### src/rtl/layer_priority_ctrl.sv
// layer_priority_ctrl: per-pixel layer arbiter with a double-buffered priority table.
// Game logic writes a shadow table through a valid/ready handshake and commits it;
// the shadow is copied to the active table only at the next frame boundary.
// Optional blink support is built when LAYER_BLINK_EN is defined.
module layer_priority_ctrl #(
    parameter int unsigned N_LAYERS     = 10,
    parameter int unsigned BLINK_FRAMES = 16
) (
    input  logic                clk,
    input  logic                resetN,
    input  logic                startOfFrame,
    input  logic [N_LAYERS-1:0] layerReq,
    input  logic [N_LAYERS-1:0] blinkMask,
    input  logic                cfgValid,
    output logic                cfgReady,
    input  logic [3:0]          cfgSlot,
    input  logic [3:0]          cfgLayer,
    input  logic                cfgCommit,
    output logic                tableDirty,
    output logic                winValid,
    output logic [3:0]          winLayer
);

    typedef enum logic [1:0] {
        StIdle,
        StArmed,
        StCopy
    } cfg_state_e;

    cfg_state_e state_q, state_d;

    logic [3:0]  shadow_q [N_LAYERS];
    logic [3:0]  active_q [N_LAYERS];

    logic        wr_en;
    logic        blink_phase;
    logic [15:0] eligible;
    logic        win_found;
    logic [3:0]  win_layer;
    logic        win_valid_q;
    logic [3:0]  win_layer_q;

    // Config FSM next-state and handshake outputs
    always_comb begin
        state_d    = state_q;
        cfgReady   = 1'b0;
        tableDirty = 1'b1;
        unique case (state_q)
            StIdle: begin
                cfgReady   = 1'b1;
                tableDirty = 1'b0;
                if (cfgCommit) state_d = StArmed;
            end
            StArmed: begin
                // A commit seen together with startOfFrame lands here first, so the
                // copy always waits for a later frame pulse.
                if (startOfFrame) state_d = StCopy;
            end
            StCopy: begin
                state_d = StIdle;
            end
            default: begin
                state_d = StIdle;
            end
        endcase
    end

    // Writes to slots beyond the table are accepted but dropped
    assign wr_en = (state_q == StIdle) && cfgValid && (32'(cfgSlot) < N_LAYERS);

    // Config FSM state register
    always_ff @(posedge clk or negedge resetN) begin
        if (!resetN) begin
            state_q <= StIdle;
        end else begin
            state_q <= state_d;
        end
    end

    // Shadow table takes handshake writes; active table reloads during COPY
    always_ff @(posedge clk or negedge resetN) begin
        if (!resetN) begin
            for (int s = 0; s < N_LAYERS; s++) begin
                shadow_q[s] <= 4'(s);
                active_q[s] <= 4'(s);
            end
        end else begin
            for (int s = 0; s < N_LAYERS; s++) begin
                if (wr_en && (cfgSlot == 4'(s))) shadow_q[s] <= cfgLayer;
            end
            if (state_q == StCopy) begin
                for (int s = 0; s < N_LAYERS; s++) begin
                    active_q[s] <= shadow_q[s];
                end
            end
        end
    end

`ifdef LAYER_BLINK_EN
    localparam int unsigned CntW = (BLINK_FRAMES > 1) ? $clog2(BLINK_FRAMES) : 1;

    logic [CntW-1:0] frame_cnt_q;
    logic            blink_phase_q;

    // Frame counter; the phase toggles on each wrap
    always_ff @(posedge clk or negedge resetN) begin
        if (!resetN) begin
            frame_cnt_q   <= '0;
            blink_phase_q <= 1'b0;
        end else if (startOfFrame) begin
            if (frame_cnt_q == CntW'(BLINK_FRAMES - 1)) begin
                frame_cnt_q   <= '0;
                blink_phase_q <= ~blink_phase_q;
            end else begin
                frame_cnt_q <= frame_cnt_q + CntW'(1);
            end
        end
    end

    assign blink_phase = blink_phase_q;
`else
    assign blink_phase = 1'b0;
`endif

    // Per-layer eligibility; indices >= N_LAYERS stay 0 so they can never win
    always_comb begin
        eligible = '0;
        for (int l = 0; l < N_LAYERS; l++) begin
            eligible[l] = layerReq[l] & ~(blink_phase & blinkMask[l]);
        end
    end

    // Priority scan: first slot holding an eligible layer wins
    always_comb begin
        win_found = 1'b0;
        win_layer = '0;
        for (int s = 0; s < N_LAYERS; s++) begin
            if (!win_found && eligible[active_q[s]]) begin
                win_found = 1'b1;
                win_layer = active_q[s];
            end
        end
    end

    // Registered arbitration result, one cycle latency
    always_ff @(posedge clk or negedge resetN) begin
        if (!resetN) begin
            win_valid_q <= 1'b0;
            win_layer_q <= '0;
        end else begin
            win_valid_q <= win_found;
            win_layer_q <= win_layer;
        end
    end

    assign winValid = win_valid_q;
    assign winLayer = win_layer_q;

endmodule

### config.mk
export PLATFORM = sky130hd
export DESIGN_NAME = layer_priority_ctrl
export DESIGN_NICKNAME = d
export VERILOG_FILES = /design/src/rtl/layer_priority_ctrl.sv
export SDC_FILE = /design/constraint.sdc
export NUM_CORES = 1
export LEC_CHECK = 0
export ABC_AREA = 0
export CORE_MARGIN = 2
export CORE_UTILIZATION = 40
export CTS_CLUSTER_DIAMETER = 60
export CTS_CLUSTER_SIZE = 16
export DETAILED_ROUTE_END_ITERATION = 7
export HOLD_SLACK_MARGIN = 0.05
export SLEW_MARGIN = 20
export SYNTH_ARGS = -nofsm -noshare
export SYNTH_HDL_FRONTEND = slang
export SYNTH_SLANG_ARGS = --single-unit
### constraint.sdc
create_clock -name clk -period 9.5 [get_ports clk]
set_clock_uncertainty 0.05 [all_clocks]
set_input_delay 0.95 -clock clk [delete_from_list [all_inputs] [get_ports clk]]
set_output_delay 0.95 -clock clk [all_outputs]
set_load 0.005 [all_outputs]
==> qor.csv <==
stage,metric,value,unit
floorplanning,core area,0.0115,mm^2
yosys,Synthesized Nets,432,
grt,met1 Resource Use GR,0.265,
cts,Post CTS Setup Buffer Count,0,
cts,TritonCTS clock tree,built,
cts,H-tree depth,3,
grt,most used routing layer,met2,
finish,# fillers,1036,
yosys,"FFs w/ async S/R, synth",1.00,
cts,"Reg clk slew, reported paths",60,ps
floorplanning,die width,113,um
placement,gpl congestion,0.847,
yosys,Syn Std Cell Area,0.00472,mm^2
grt,met3 Use GR,0.0351,
yosys,post-synthesis register bit count,87,
yosys,"EDFF count, synth",0,
finish,share of cells above drive strength 1,0.346,
power_and_ir_drop,P_leak,2.16,nW
placement,Port Buf Inserts,29,
cts,clk sinks,87,
finish,area occupied by multi-input gates,0.00236,mm^2
setup_path,max incr delay on CP,700,ps
setup_path,Critical Path AT,4380,ps
grt,first-pass GRT wire length,18.2,mm
sta,FMAX,237,MHz
yosys,Synth Warn #,0,
finish,Finished Cell Area,0.00541,mm^2
cts,CTS Buf Count,9,
drt,wire length per cell,20.0,um
floorplanning,Die Ht,113,um
power_and_ir_drop,maximum VDD drop,99.9,uV
yosys,sequential area share after synthesis,0.469,
cts,hold buffer count at cts,0,
placement,Post-Place Cell Area,0.00510,mm^2
cts,root buffer cell,clkbuf_16,
sta,hold_ws,427,ps
grt,largest net degree at the start of global routing,87,
power_and_ir_drop,power per cell area,284,mW/mm^2
drt,Pre-antenna DRT Iters,4,
yosys,Main synth FF type,dfrtp_1,
grt,M2 GR Usage,0.275,
yosys,Synth Area per Inst,11.8,um^2
drt,DRC viols,0,
floorplanning,io pins,40,
setup_path,crit-path max FO,10,
sta,fin crit period,4210,ps
drt,via count,3313,
finish,# diodes,0,
yosys,most common cell in the synthesized netlist,mux2_2,
cts,Clock Latency Late Sink,350,ps
finish,nets,447,
yosys,post-synth top area share,0.302,
placement,dpl cells,546,
grt,GRT Total Usage,0.187,
finish,register area,0.00221,mm^2
drt,via density per instance,5.90,
setup_path,crit path launch type,input port,
setup_path,kind of cell adding the most delay to the critical path,simple AND/OR/NAND/NOR gates,
sta,final count of hold timing violations,0,
setup_path,Buf/Inv on CP,1,
floorplanning,Initial Util,0.412,
sta,final setup margin,5290,ps
finish,"non-filler cells, final",562,
setup_path,crit path capture type,register,
hold_path,Tightest Hold Check Type,reg2reg,
drt,"antenna viol nets, final",0,
power_and_ir_drop,Power Total,1.53,mW
floorplanning,FP Rows,39,
yosys,"top cells by area, synth","dfrtp_1 30%, mux2_2 19%, dfstp_2 17%, mux4_2 5.2%, mux2i_1 4.9%",
placement,Placement Setup Slack,4980,ps
finish,Layout Area Growth over Synthesis,14.5,%
grt,gr ovfl total,0,
drt,Initial DRC Count,165,
sta,RSZ-0062 raised after global routing,false,
yosys,most frequent cells after synthesis,"79 x mux2_2, 57 x dfrtp_1, 30 x dfstp_2, 23 x mux2i_1, 23 x nand2_1",
setup_path,CP max-delay cell,or4_1,
floorplanning,die area,0.0127,mm^2
sta,"Setup violations, final",0,
sta,final worst-path cycle share,0.444,
setup_path,critical setup path kind,in2reg,
yosys,Synth Instances,399,
yosys,"area leader, netlist",dfrtp_1,
cts,clk buf depth,2,
job,max cap viols,0,
placement,DPL Wire Length,7.54,mm
sta,"Slew Viols, Final",0,
setup_path,critical path required time,9670,ps
yosys,Synth cell types,54,
grt,initial antenna violation count,0,
finish,Util after Layout,0.472,
sta,worst rel slew slack,0.399,
status,status,"finished, final reports clean",
drt,drt total wl,11.3,mm
setup_path,crit-path cells,"clkdlybuf4s50_1, mux4_2, a2bb2oi_1, a32oi_1, or4b_1, or4_1, o21a_1, o32ai_1, nor2_1",
sta,Tightest Pin Transition,895,ps
grt,vias in the first global route,3266,
sta,Setup TNS Final,0,ps
cts,# resized after CTS,0,
-- logic make-up (layout without fill, tap and decap cells) --
group | Yosys count | after routing | synth area share
flops | 87 | 87 | 0.469
buf+inv | 37 | 57 | 0.0323
compound gates | 68 | 68 | 0.100
mux | 113 | 113 | 0.289
simple gates | 94 | 94 | 0.109
-- where the power goes --
group / total, mW / internal, mW / leakage (nW) / switching (mW)
sequential: 0.647 / 0.527 / 1.05 / 0.121
combinational: 0.528 / 0.289 / 0.955 / 0.239
clock: 0.359 / 0.206 / 0.150 / 0.153
total: 1.53 / 1.02 / 2.16 / 0.513
-- sequential cells by signal, summed over array words and instances (netlist names) --
| name | count |
|---|---|
| shadow_q | 40 |
| winLayer | 4 |
| winValid | 1 |
| state_q | 2 |
| active_q | 40 |
-- final cells by class --
cell class | count | share of cell area
clock inverter | 7 | 0.0146
inverter | 9 | 0.00624
multi-input combinational | 275 | 0.437
clock buffer | 9 | 0.0416
sequential | 87 | 0.409
tap | 143 | 0.0331
timing repair buffer | 32 | 0.0580
-- routing by layer --
metal	vias up	routed length, um
li1	1512	-
met1	1663	5320
met2	119	4900
met3	19	752
met4	0	271
met5	-	0
-- worst paths after layout --
check	from	endpoint	slack, ps	cells past startpoint
worst max-delay path	layerReq[6]	winLayer[1]	5290	9
worst min-delay path	shadow_q[29]	active_q[29]	430	2
worst max register to register	active_q[32]	winLayer[1]	5990	8
worst min register to register	shadow_q[29]	active_q[29]	430	2
max in group asynchronous	resetN	active_q[15]	8160	2
min in group asynchronous	resetN	shadow_q[24]	500	1
-- worst min-delay path, cell delays in order (launching register included) --
cell	delay, ps
dfstp_2	370
nand2_1	40
o21ai_0	60
-- cells in the final DEF (no fill, tap or decap), types with 11 or more instances in the layout --
master,count
dfstp_2,30
mux2_2,79
nor2_1,16
nand2_1,23
clkdlybuf4s50_1,28
mux4_2,11
dfrtp_1,57
mux2i_1,23
o21ai_0,14
Note: power is estimated with default switching activity, not from simulation.
